### src/rtl/fetch_stage.sv
// -----------------------------------------------------------------------------
// fetch_stage
// Instruction-fetch stage. Owns the word-indexed program counter and the IF/ID
// pipeline register. Drives the PC into a combinational instruction memory and
// latches the returned word with PC+1 for decode. Decode can stall the stage,
// flush IF/ID, or redirect the PC with a branch or a jump.
//
// Parameters
//   PC_WIDTH   width of the PC and all address paths (at most 64)
//   RESET_PC   PC value loaded on reset
//   MEM_DEPTH  number of valid instruction words
//
// Ports
//   clk                in   rising-edge clock
//   rst_n              in   asynchronous active-low reset
//   stall              in   hold PC and IF/ID
//   flush              in   load a bubble into IF/ID
//   branch_taken       in   redirect to if_id_pc_plus1 + branch_offset
//   branch_offset      in   sign-extended word offset
//   jump               in   redirect to {if_id_pc_plus1[upper], jump_target}
//   jump_target        in   26-bit word index field of a J-type instruction
//   pc                 out  current PC (register output), memory address
//   instruction_in     in   memory word at pc
//   if_id_instruction  out  latched instruction (0 on a bubble)
//   if_id_pc_plus1     out  latched PC+1 of that instruction (0 on a bubble)
//   if_id_valid        out  IF/ID holds a real instruction
//   out_of_range       out  sticky: a fetch was attempted at PC >= MEM_DEPTH
// -----------------------------------------------------------------------------
module fetch_stage #(
    parameter int unsigned          PC_WIDTH  = 32,
    parameter logic [PC_WIDTH-1:0]  RESET_PC  = '0,
    parameter int unsigned          MEM_DEPTH = 256
) (
    input  logic                 clk,
    input  logic                 rst_n,
    input  logic                 stall,
    input  logic                 flush,
    input  logic                 branch_taken,
    input  logic [PC_WIDTH-1:0]  branch_offset,
    input  logic                 jump,
    input  logic [25:0]          jump_target,
    output logic [PC_WIDTH-1:0]  pc,
    input  logic [31:0]          instruction_in,
    output logic [31:0]          if_id_instruction,
    output logic [PC_WIDTH-1:0]  if_id_pc_plus1,
    output logic                 if_id_valid,
    output logic                 out_of_range
);

    localparam int unsigned JT_W = 26;
    localparam int unsigned JW   = (PC_WIDTH < JT_W) ? PC_WIDTH : JT_W;
    // Low JW bits come from jump_target, the rest from if_id_pc_plus1.
    localparam logic [PC_WIDTH-1:0] JUMP_MASK = PC_WIDTH'((64'(1) << JW) - 64'(1));

    logic [PC_WIDTH-1:0] r_pc;
    logic [31:0]         r_instr;
    logic [PC_WIDTH-1:0] r_pc_plus1;
    logic                r_valid;
    logic                r_oor;

    logic [PC_WIDTH-1:0] w_pc_next;
    logic [31:0]         w_instr_next;
    logic [PC_WIDTH-1:0] w_pc_plus1_next;
    logic                w_valid_next;
    logic                w_oor_next;

    logic                w_jump;
    logic                w_branch;
    logic                w_oor_fetch;
    logic [PC_WIDTH-1:0] w_pc_inc;
    logic [PC_WIDTH-1:0] w_jump_pc;
    logic [PC_WIDTH-1:0] w_branch_pc;

    // Redirects only count when decode holds a real instruction and is not stalled.
    assign w_jump   = jump & r_valid & ~stall;
    assign w_branch = branch_taken & r_valid & ~stall & ~jump;

    assign w_pc_inc    = r_pc + PC_WIDTH'(1);
    assign w_jump_pc   = (r_pc_plus1 & ~JUMP_MASK) | (PC_WIDTH'(jump_target) & JUMP_MASK);
    assign w_branch_pc = r_pc_plus1 + branch_offset;
    assign w_oor_fetch = 64'(r_pc) >= 64'(MEM_DEPTH);

    // Next-state for PC, IF/ID and the sticky range flag.
    always_comb begin
        w_pc_next       = w_pc_inc;
        w_instr_next    = instruction_in;
        w_pc_plus1_next = w_pc_inc;
        w_valid_next    = 1'b1;
        w_oor_next      = r_oor;

        if (stall)         w_pc_next = r_pc;
        else if (w_jump)   w_pc_next = w_jump_pc;
        else if (w_branch) w_pc_next = w_branch_pc;

        // Any non-stalled cycle at an out-of-range PC is a fetch attempt, even
        // if a flush or redirect turns the captured word into a bubble.
        if (!stall && w_oor_fetch) w_oor_next = 1'b1;

        if (flush || (!stall && (w_jump || w_branch || w_oor_fetch))) begin
            w_instr_next    = '0;
            w_pc_plus1_next = '0;
            w_valid_next    = 1'b0;
        end else if (stall) begin
            w_instr_next    = r_instr;
            w_pc_plus1_next = r_pc_plus1;
            w_valid_next    = r_valid;
        end
    end

    // State registers.
    always_ff @(posedge clk or negedge rst_n) begin
        if (!rst_n) begin
            r_pc       <= RESET_PC;
            r_instr    <= '0;
            r_pc_plus1 <= '0;
            r_valid    <= 1'b0;
            r_oor      <= 1'b0;
        end else begin
            r_pc       <= w_pc_next;
            r_instr    <= w_instr_next;
            r_pc_plus1 <= w_pc_plus1_next;
            r_valid    <= w_valid_next;
            r_oor      <= w_oor_next;
        end
    end

    assign pc                = r_pc;
    assign if_id_instruction = r_instr;
    assign if_id_pc_plus1    = r_pc_plus1;
    assign if_id_valid       = r_valid;
    assign out_of_range      = r_oor;

endmodule

### config.mk
export PLATFORM = sky130hd
export DESIGN_NAME = fetch_stage
export DESIGN_NICKNAME = d
export VERILOG_FILES = /design/src/rtl/fetch_stage.sv
export SDC_FILE = /design/constraint.sdc
export NUM_CORES = 1
export LEC_CHECK = 0
export CORE_ASPECT_RATIO = 0.75
export CORE_MARGIN = 3
export CORE_UTILIZATION = 35
export CTS_CLUSTER_SIZE = 25
export DETAILED_ROUTE_END_ITERATION = 12
export PLACE_DENSITY = 0.63
export SLEW_MARGIN = 20
export SYNTH_ARGS = -nofsm -noshare
export SYNTH_HDL_FRONTEND = slang
export SYNTH_SLANG_ARGS = --single-unit
### constraint.sdc
create_clock -name clk -period 3.4 [get_ports clk]
set_clock_uncertainty 0.2 [all_clocks]
set_input_delay 0.68 -clock clk [delete_from_list [all_inputs] [get_ports clk]]
set_output_delay 0.68 -clock clk [all_outputs]
set_load 0.02 [all_outputs]
==> reports/qor.txt <==
Outcome: finished clean
DRT Pass-1 Iters: 6
Post-Syn Instances: 672
GP Congestion: 0.854
Reg2reg start: if_id_pc_plus1[0]
Fill count: 1526
Total gr overflow: 0
Mapped Nets: 802
Mapped Area: 6180 µm²
Yosys top cell by area: dfrtp_1
Most frequent cells in the layout: 190 x clkdlybuf4s50_1, 98 x dfrtp_1, 85 x buf_4
I/O Buffers: 193
Total Routing Usage GR: 22.4%
Antenna-violating nets left: 0
CP Launch Type: input port
Longest Clk Path Bufs: 2
Die Width: 159 µm
Setup crit start: branch_offset[4]
Max-slew violations: 0
WL met2: 9800 µm
Most common cell after layout, fill and taps aside: clkdlybuf4s50_1
Leakage Power: 4.05 nW
Post-synthesis sequential area ratio: 39.7%
Fin crit share: 96.8%
Final setup fails: 0
Critical-path top delay cell: clkdlybuf4s50_1
Power Density: 340 nW/µm²
Hold buffer count at CTS: 0
Crit-path most repeated cell: buf_4
Avg Vias per Cell: 5.38
Drt initial violations: 426
CP Data Required Time: 3.44 ns
Setup TNS Final: 0 ns
First-pass GRT wire length: 34400 µm
TritonCTS clock tree: yes
Synth area leaders: dfrtp_1 40%, ha_1 6.7%, a22o_1 5.1%, nand2_1 4.3%, xnor2_1 4.3%
Vias in the first global route: 6278
Setup slack, reg-to-reg: 0.35 ns
DRC: 0
DP Wirelength: 16500 µm
Layout net count: 1056
Share of cells above drive strength 1: 14.0%
Kind of critical path: input port to register
Root Driver: clkbuf_16
M1 WL: 10800 µm
N_diodes: 0
Synth Register Bits: 98
DR vias: 6275
Yosys Warn Count: 0
Async SR Flop Fraction: 100%
Final core utilization: 54.7%
Worst r2r path cells: 12
Yosys cell types: 68
Detailed Route WL: 22100 µm
Syn avg cell area: 9.19 µm²
Initial antenna violation count: 0
Row cnt: 41
Ports: 194
Clock latency on the worst-skew pair: 0.36 ns
Initial Utilization: 36.3%
Crit path capture type: register
Synth top area share: 39.7%
Slew HR: 51.7%
Fmax achieved: 304 MHz
Hold violation count in the final report: 0
Worst-path fanout max: 5
Delay-heaviest family, CP: compound AO/OA/AOI/OAI gates
Max incr delay on CP: 0.51 ns
H-tree Lvls: 3
Sink Count: 98
R2R Path End: pc[24]
Max rail drop VDD: 0.000257 V
Synth Flop Type: dfrtp_1
DIE AREA: 19300 µm²
CP arrival: 3.33 ns
Largest net degree at the start of global routing: 54
Min-delay worst type: input port to asynchronous set/reset pin
Core footprint: 17000 µm²
Top Layer Used: met4
Clock Pin Slew Worst Setup and Hold Paths: 0.08 ns
TritonCTS Buffers: 9
WP buf/inv: 3
Met3 WL post-DR: 1260 µm
Post-synth EDFFs: 0
Die span in y: 121 µm
Max Cap Viol: 0
Worst Tran Pin Value: 0.725 ns
Average wire per standard cell: 18.9 µm
Crit path time final: 3.29 ns
CP Cell Sequence: clkdlybuf4s50_1 > ha_4 > a21o_1 > buf_4 > a221oi_2 > buf_4 > nor2_4 > a21oi_4 > o31ai_4 > a311oi_2 > xor2_1 > a21oi_1 > a221o_1
Area Overhead vs Synth: 50.9%
==> metal layers <==
layer  vias up  global-route usage [%]
li1       2983                       -
met1      3051                    33.0
met2       225                    33.8
met3        16                    4.81
met4         0                    4.59
met5         -                       0
==> synth_stat cells, drive strengths merged (8+ instances only) <==
cell type,instances
nor3,8
and2,28
nand3,25
a21o,9
and3,10
ha,33
a21oi,54
xor2,20
dfrtp,98
inv,9
o221ai,8
xnor2,30
nand4,10
a22o,36
clkbuf,32
nor2,49
nand2,70
o21ai,42
==> report_power, final <==
group          leakage (nW)  internal (mW)  switching, mW
Sequential             1.32           1.23          0.137
Combinational          2.59          0.402          0.381
Clock                 0.136          0.512          0.511
==> state kept, by name (all words and copies together) (netlist names) <==
signal	count
if_id_instruction	32
if_id_pc_plus1	32
if_id_valid	1
out_of_range	1
pc	32
==> worst reg2reg max path: cells and delay by family (launching register included) <==
family	cells	cell delay [ns]
buffers and inverters	1	0.19
adder cells (fa/ha/maj)	2	0.55
flip-flops	1	0.40
AND/OR/NAND/NOR	1	0.06
XOR/XNOR	1	0.17
AO/OA/AOI/OAI	7	1.36
==> logic make-up (layout without fill, tap and decap cells) <==
kind of cell,Yosys count,count (layout),share of synthesized area [%]
AO/OA/AOI/OAI,216,216,24.8
adder cells (fa/ha/maj),34,34,7.01
AND/OR/NAND/NOR,224,224,17.7
flip-flops,98,98,39.7
multiplexers,6,6,0.993
XOR/XNOR,50,50,7.09
buffers and inverters,44,303,2.73
==> per-stage QoR <==
step | setup slack, ns | total power, mW | hold WS [ns] | cell area (µm²) | instances
floorplan | 0.184 | 1.73 | 0.184 | 6180 | 672
global placement | -0.399 | 2.15 | 0.274 | 8880 | 1144
detailed placement | -0.409 | 2.16 | 0.267 | 8880 | 1144
CTS | 0.0307 | 3.20 | 0.183 | 9180 | 1160
global route | -0.000792 | 3.33 | 0.211 | 9320 | 1167
finish | 0.109 | 3.17 | 0.160 | 9320 | 1167
==> layout make-up <==
cell class	instances	area [µm²]	area share, %
well taps	236	295	3.17
multi-input cells	530	3670	39.3
flip-flops and latches	98	2450	26.3
clock buffers	9	225	2.42
repair buffers	278	2580	27.7
clock inverters	7	60.1	0.645
inverters	9	33.8	0.363
==> how the worst max path moves through the flow <==
stage	end	cells past startpoint	slack [ns]
after floorplan	pc[24]	11	0.18
after global routing	pc[31]	12	-0.0008
after global placement	pc[24]	13	-0.40
final	pc[24]	13	0.11
after detailed placement	pc[24]	13	-0.41
after CTS	pc[24]	13	0.03
==> repair_timing <==
action                                  CTS  global route
buffers inserted                          0             7
pin swaps                                 4            16
endpoints found under the setup margin    4            14
resized for setup                         3            14
Power figures use the tool's default switching activity.
